**src/rtl/counter_arbiter.sv**
```systemverilog
// counter_arbiter: round-robin sequencer sharing one up/down counter among NREQ requesters.
// Define COUNTER_ARB_WRAP_EN to drop the bound check and let the counter wrap.
module counter_arbiter #(
  parameter int NREQ  = 4,
  parameter int WIDTH = 4
) (
  input  logic                     clk,
  input  logic                     rst,
  input  logic [NREQ-1:0]          req,
  input  logic [NREQ-1:0]          dir,
  input  logic [WIDTH-1:0]         count_in,
  output logic                     inc,
  output logic                     dec,
  output logic [NREQ-1:0]          ack,
  output logic [NREQ-1:0]          nack,
  output logic                     busy,
  output logic [$clog2(NREQ)-1:0]  grant_id
);

  localparam int GW = $clog2(NREQ);

  localparam logic [1:0] IDLE   = 2'd0;
  localparam logic [1:0] ISSUE  = 2'd1;
  localparam logic [1:0] SETTLE = 2'd2;
  localparam logic [1:0] REFUSE = 2'd3;

  logic [1:0]    state;
  logic [GW-1:0] rr_ptr;
  logic          gdir;
  logic [GW-1:0] win;
  logic          refuse;

  // Index base+off modulo NREQ; off never exceeds NREQ so one subtraction suffices.
  function automatic logic [GW-1:0] rr_idx(input logic [GW-1:0] base, input int off);
    int s;
    s = int'(base) + off;
    if (s >= NREQ) s = s - NREQ;
    return s[GW-1:0];
  endfunction

  // Walk offsets from farthest to nearest so the nearest requester after rr_ptr wins.
  always_comb begin
    win = '0;
    for (int k = NREQ; k >= 1; k--) begin
      if (req[rr_idx(rr_ptr, k)]) win = rr_idx(rr_ptr, k);
    end
  end

`ifdef COUNTER_ARB_WRAP_EN
  logic unused_count;
  assign unused_count = ^count_in;
  assign refuse = 1'b0;
`else
  assign refuse = dir[win] ? (count_in == {WIDTH{1'b1}}) : (count_in == {WIDTH{1'b0}});
`endif

  always_ff @(posedge clk) begin
    if (rst) begin
      state    <= IDLE;
      rr_ptr   <= GW'(NREQ - 1);
      grant_id <= '0;
      gdir     <= 1'b0;
    end else begin
      case (state)
        IDLE: begin
          if (|req) begin
            grant_id <= win;
            gdir     <= dir[win];
            state    <= refuse ? REFUSE : ISSUE;
          end
        end
        ISSUE: state <= SETTLE;
        SETTLE, REFUSE: begin
          rr_ptr <= grant_id;
          state  <= IDLE;
        end
        default: state <= IDLE;
      endcase
    end
  end

  // Outputs decode purely from state registers, never from req/dir/count_in.
  always_comb begin
    inc  = (state == ISSUE) &  gdir;
    dec  = (state == ISSUE) & ~gdir;
    busy = (state != IDLE);
    ack  = '0;
    nack = '0;
    if (state == SETTLE) ack[grant_id] = 1'b1;
`ifndef COUNTER_ARB_WRAP_EN
    if (state == REFUSE) nack[grant_id] = 1'b1;
`endif
  end

endmodule
```
**config.mk**
```make
export PLATFORM = sky130hd
export DESIGN_NAME = counter_arbiter
export DESIGN_NICKNAME = d
export VERILOG_FILES = /design/src/rtl/counter_arbiter.sv
export SDC_FILE = /design/constraint.sdc
export NUM_CORES = 1
export LEC_CHECK = 0
export BUFFER_PORTS_ARGS = -buffer_cell sky130_fd_sc_hd__buf_4
export CORE_AREA = 2 2 39 41
export DETAILED_ROUTE_END_ITERATION = 10
export DIE_AREA = 0 0 41 43
export PLACE_DENSITY = 0.68
export SYNTH_ARGS = -nofsm -noshare
export SYNTH_HDL_FRONTEND = slang
export SYNTH_SLANG_ARGS = --single-unit
```
**constraint.sdc**
```tcl
create_clock -name clk -period 1.7 [get_ports clk]
set_input_delay 0 -clock clk [delete_from_list [all_inputs] [get_ports clk]]
set_output_delay 0 -clock clk [all_outputs]
set_load 0.005 [all_outputs]
```
Word level (Yosys, flattened, before mapping)
Index checks and enable logic that the tools add are counted.

Flip-flop bits (word level): 7. Latch bits: 0. Memory bits (writable): 0. Memory bits (read-only): 0. Output and inout port bits: 13. Logic and storage cells: 64. Memories: 0.

Add/sub/neg operators: 8. Multiply operators: 0. Divide/modulo/power cells: 0. $lt $le $gt $ge: 11. Equal/unequal tests: 5. Shifts and indexed selects: 0. Multiplexer cells: 26. Bitwise logic cells: 3. Reduce and logical (&&, ||, !) cells: 7.

Operators by type and width (count): $mux W2 (10); $lt A2 B3 Y1 const B (6); $bmux W1 S2 (5); $ge A3 B3 Y1 const B (3); $mux W4 (2); $sub A2 B1 Y2 const B (4); $mux W1 (7); $add A2 B2 Y3 const B (2); $pmux W2 S3 (1); $add A2 B3 Y4 const B (1); $eq A2 B2 Y1 const B (2); $eq A4 B4 Y1 const B (1); $ge A4 B3 Y1 const B (1); $logic_not A4 Y1 (1); $reduce_or A4 Y1 (1); $add A2 B1 Y3 const B (1); $and A1 B1 Y1 (2); $demux W1 S2 (1); $eq A2 B1 Y1 const B (1); $ge A2 B1 Y1 const B (1); $logic_not A2 Y1 (1); $ne A2 B2 Y1 const B (1); $reduce_and A2 Y1 (1); $reduce_bool A2 Y1 (1); other kinds (3) (3).

Logic depth before layout (Yosys ltp)
Depth after elaboration: 15. Gate-level depth with buffers: 6. Mapped depth without buffers: 6.

Worst setup path after synthesis
Ideal clock, no wire load.

Kind: register to register. Start: register rr_ptr[0]. End: register state[1]. Library setup time: 0.130 ns. Arrival: 1.383 ns. Required time: 1.570 ns. Slack: 0.187 ns. Cell stages (with the launch flop): 7. Path buffers: 0. Clock period less this slack: 1.513 ns. Cell sequence: dfxtp_1 nand2b_1 a21boi_2 nor3_1 mux2_2 o211ai_1 o221ai_2.

Cells in the longest elaborated chain, start to end: 15.

Ends and longest elaborated chain: start: declaration (line 28) `logic [GW-1:0] rr_ptr;`; start signal: assignment (line 60) `rr_ptr <= GW'(NREQ - 1);`; start signal: assignment (line 74) `rr_ptr <= grant_id;`; $add A2 B3 Y4 (line 36) `s = int'(base) + off;`; $ge A4 B3 Y1 / $sub A2 B1 Y2 (equally long branches) (line 37) `if (s >= NREQ) s = s - NREQ;`; $mux W2 (line 37); $bmux W1 S2 (line 45) `if (req[rr_idx(rr_ptr, k)]) win = rr_idx(rr_ptr, k);`; $mux W1 (implied by the code) (line 45); $mux W2 (3 in series) (line 45); $mux W2 (*) (line 45); $bmux W1 S2 (*) (line 54) `assign refuse = dir[win] ? (count_in == {WIDTH{1'b1}}) : (count_in == {WIDTH{1'b0}});`; $mux W1 (implied by the code) (*) (line 54); $mux W1 (*) (line 54); $mux W2 (*) (line 69) `state <= refuse ? REFUSE : ISSUE;`; $mux W2 (*) (line 66) `if (|req) begin`; $pmux W2 S3 (*) (line 64) `case (state)`; end signal: assignment (line 69); end: declaration (line 27) `logic [1:0] state;`.

Every way passes the cells marked *; elsewhere a longest branch is shown, timed or not. The select of a mux whose other input is x is not followed. A chain may end at the register's enable or synchronous reset.

Final worst setup path
Same ends and word-level chain as after synthesis.

==> impl_metrics.py <==
metrics = {
    "timing": {
        "fin_crit_sh_pct": 91.1,
        "skew_ns": 0.00391,
        "max-slew-margin-rel_pct": 80.0,
        "fmax_mhz": 645,
        "timing.final.ws_setup_ns": 0.151,
        "rsz0062_at_grt": "false",
        "worst_slew_pin_slew_ns": 0.299,
        "setup_violations": 0,
        "tns_ns": 0,
        "period_needed_ns": 1.55,
        "report.final.slew_viol_count": 0,
        "hold_viol_final": 0,
    },
    "clock_network": {
        "clock-root-buffer": "clkbuf_4",
        "clkLatencyLatePin_ns": 0.25,
        "cts_tree": "yes",
        "cts_made_buffers": 3,
        "cts.clk_slew.worst_paths_ns": 0.05,
        "h-tree-depth": 1,
        "cts_max_path_buffers": 2,
        "clock-sinks": 7,
    },
    "global_routing": {
        "grt_pass1_vias": 527,
        "grt_start_max_net_pins": 10,
        "grt_usage_pct": 16.3,
        "antenna_found_initial": 0,
        "grt_overflow": 0,
        "grt_pass1_wl_um": 1980,
    },
    "synthesis": {
        "synth_ff_type": "dfxtp_1",
        "yosys-top-cells-area": "dfxtp_1, nand2b_1, nor2_1, nor3_1, a211o_1",
        "synth_area_leader_cell": "dfxtp_1",
        "netlist_area_sq_um": 489,
        "ys_ff_latch": 7,
        "yosysWarnings": 0,
        "synth_edf_count": 0,
        "synth_top_area_share_pct": 28.6,
        "async_flop_share_pct": 0,
        "avgSynthCellArea_sq_um": 7.77,
        "synthCells": 63,
        "synthDistinctLibCells": 31,
        "syn_nets": 77,
        "synth-seq-area-share_pct": 28.6,
    },
    "power": {
        "p_total_mw": 0.545,
        "power.density_mw_per_mm2": 706,
        "leakage_nw": 0.339,
        "irDropWorstVdd_mv": 0.299,
    },
    "worst_setup_path": {
        "cpPeakStageDelay_ns": 0.38,
        "cp_max_fo": 3,
        "path_cells": "nand2b_4 -> a21oi_2 -> nor3_2 -> mux2_2 -> o211ai_1 -> o221ai_2",
        "slowest_stage": "mux2_2",
        "crit_arrival_ns": 1.68,
        "required_ns": 1.83,
        "worstSetupPathType": "flip-flop to flip-flop",
        "endpoint_kind": "flip-flop",
        "cp-start-kind": "flip-flop",
    },
    "layout": {
        "layout_common_cells": "buf_4, nor2_1, dfxtp_1, nand2b_1, nor3_1",
        "syn_to_final_growth_pct": 57.8,
        "drive_above_1_share_pct": 43.8,
        "antenna_cells": 0,
        "final_area_sq_um": 772,
        "final_common_cell": "buf_4",
        "nNetsFinal": 111,
    },
    "place": {
        "place_congestion": 0.710,
        "pre_cts_slack_ns": 0.0567,
        "dp_hpwl_um": 1010,
        "numPortBuffers": 26,
        "placed_area_sq_um": 716,
    },
    "die": {
        "die_x_um": 41,
        "initial_utilization_pct": 35.4,
        "rows": 14,
        "die_h_um": 43,
        "core_sq_mm": 0.00138,
        "io_pins": 27,
        "die_area_sq_mm": 0.00176,
    },
    "worst_hold_path": {
        "hold_path.class": "input port to flip-flop",
    },
    "route": {
        "num_vias": 550,
        "drtPass1Iterations": 3,
        "drtAntennaViolNets": 0,
        "wl_um": 1200,
        "drc": 0,
        "drt-initial-drc-count": 11,
        "detail_route.wl_per_cell_um": 10.7,
        "via_per_inst": 4.91,
    },
    "outcome": {
        "status": "finished, final reports clean",
    },
    "flow_run": {
        "max-cap-violations": 0,
    },
}
[worst paths after layout]
check,slack (ns),depth (start not counted),from,to
setup / recovery,0.15,6,rr_ptr[0],state[1]
setup reg to reg,0.15,6,rr_ptr[0],state[1]
hold / removal,0.14,4,count_in[2],state[1]
hold reg to reg,0.49,2,gdir,gdir
[metal layers]
layer  global-route usage (%)  vias to the layer above  wire [um]
met1                     17.5                      228        543
met4                     12.0                        0         23
met3                     1.57                        3         86
li1                         -                      296          -
met2                     27.2                       23        542
met5                        0                        -          0
[worst max-delay path: cells and delay by family (launching register included)]
| family | cells | cell delay (ns) |
|---|---|---|
| AO/OA/AOI/OAI | 3 | 0.38 |
| multiplexers | 1 | 0.38 |
| flip-flops | 1 | 0.35 |
| AND/OR/NAND/NOR | 2 | 0.33 |
[registers in the layout, summed over array words and instances (netlist names)]
name / flops
grant_id: 2
rr_ptr: 2
state: 2
gdir: 1
[cell usage after synthesis (2+ instances only)]
library cell  instances
dfxtp_1               7
nor3_1                5
nand2_1               3
nand2b_1              7
o211ai_1              2
nor2_1               11
a211o_1               2
o31ai_1               2
or2_2                 2
[final cells by class]
class	count	area (sq um)
clock buffers	4	26.3
fillers	140	612
inverters	1	3.75
multi-input cells	54	354
flip-flops and latches	7	140
well taps	16	20.0
repair buffers	30	228
[timing repair]
action	4_1_cts	5_1_grt
setup endpoints to repair	0	2
setup buffers	0	1
hold endpoints to repair	4	0
hold buffers	1	0
gates resized for setup	0	2
[cells by family after synthesis]
group / Yosys count / synth area share (%)
buffers and inverters: 2 / 1.53
DFF: 7 / 28.6
and+or+nand+nor: 37 / 40.9
AOI/OAI and AO/OA: 15 / 24.6
muxes: 2 / 4.35
[per-stage QoR]
stage          hold WS, ns  utilization (%)  std cells
2_1_floorplan        0.255                -         63
3_3_place_gp         0.245             51.7        106
3_5_place_dp         0.247             51.7        106
4_1_cts              0.142             54.3        111
5_1_grt              0.173             55.8        112
6_report             0.137             55.8        112
[report_power, final]
part	internal, mW	leakage (nW)	switching, mW	total (mW)
Sequential	0.184	0.0579	0.0261	0.210
Clock	0.0894	0.0150	0.0593	0.149
Combinational	0.107	0.266	0.0788	0.185
(Power assumes the default switching activity.)
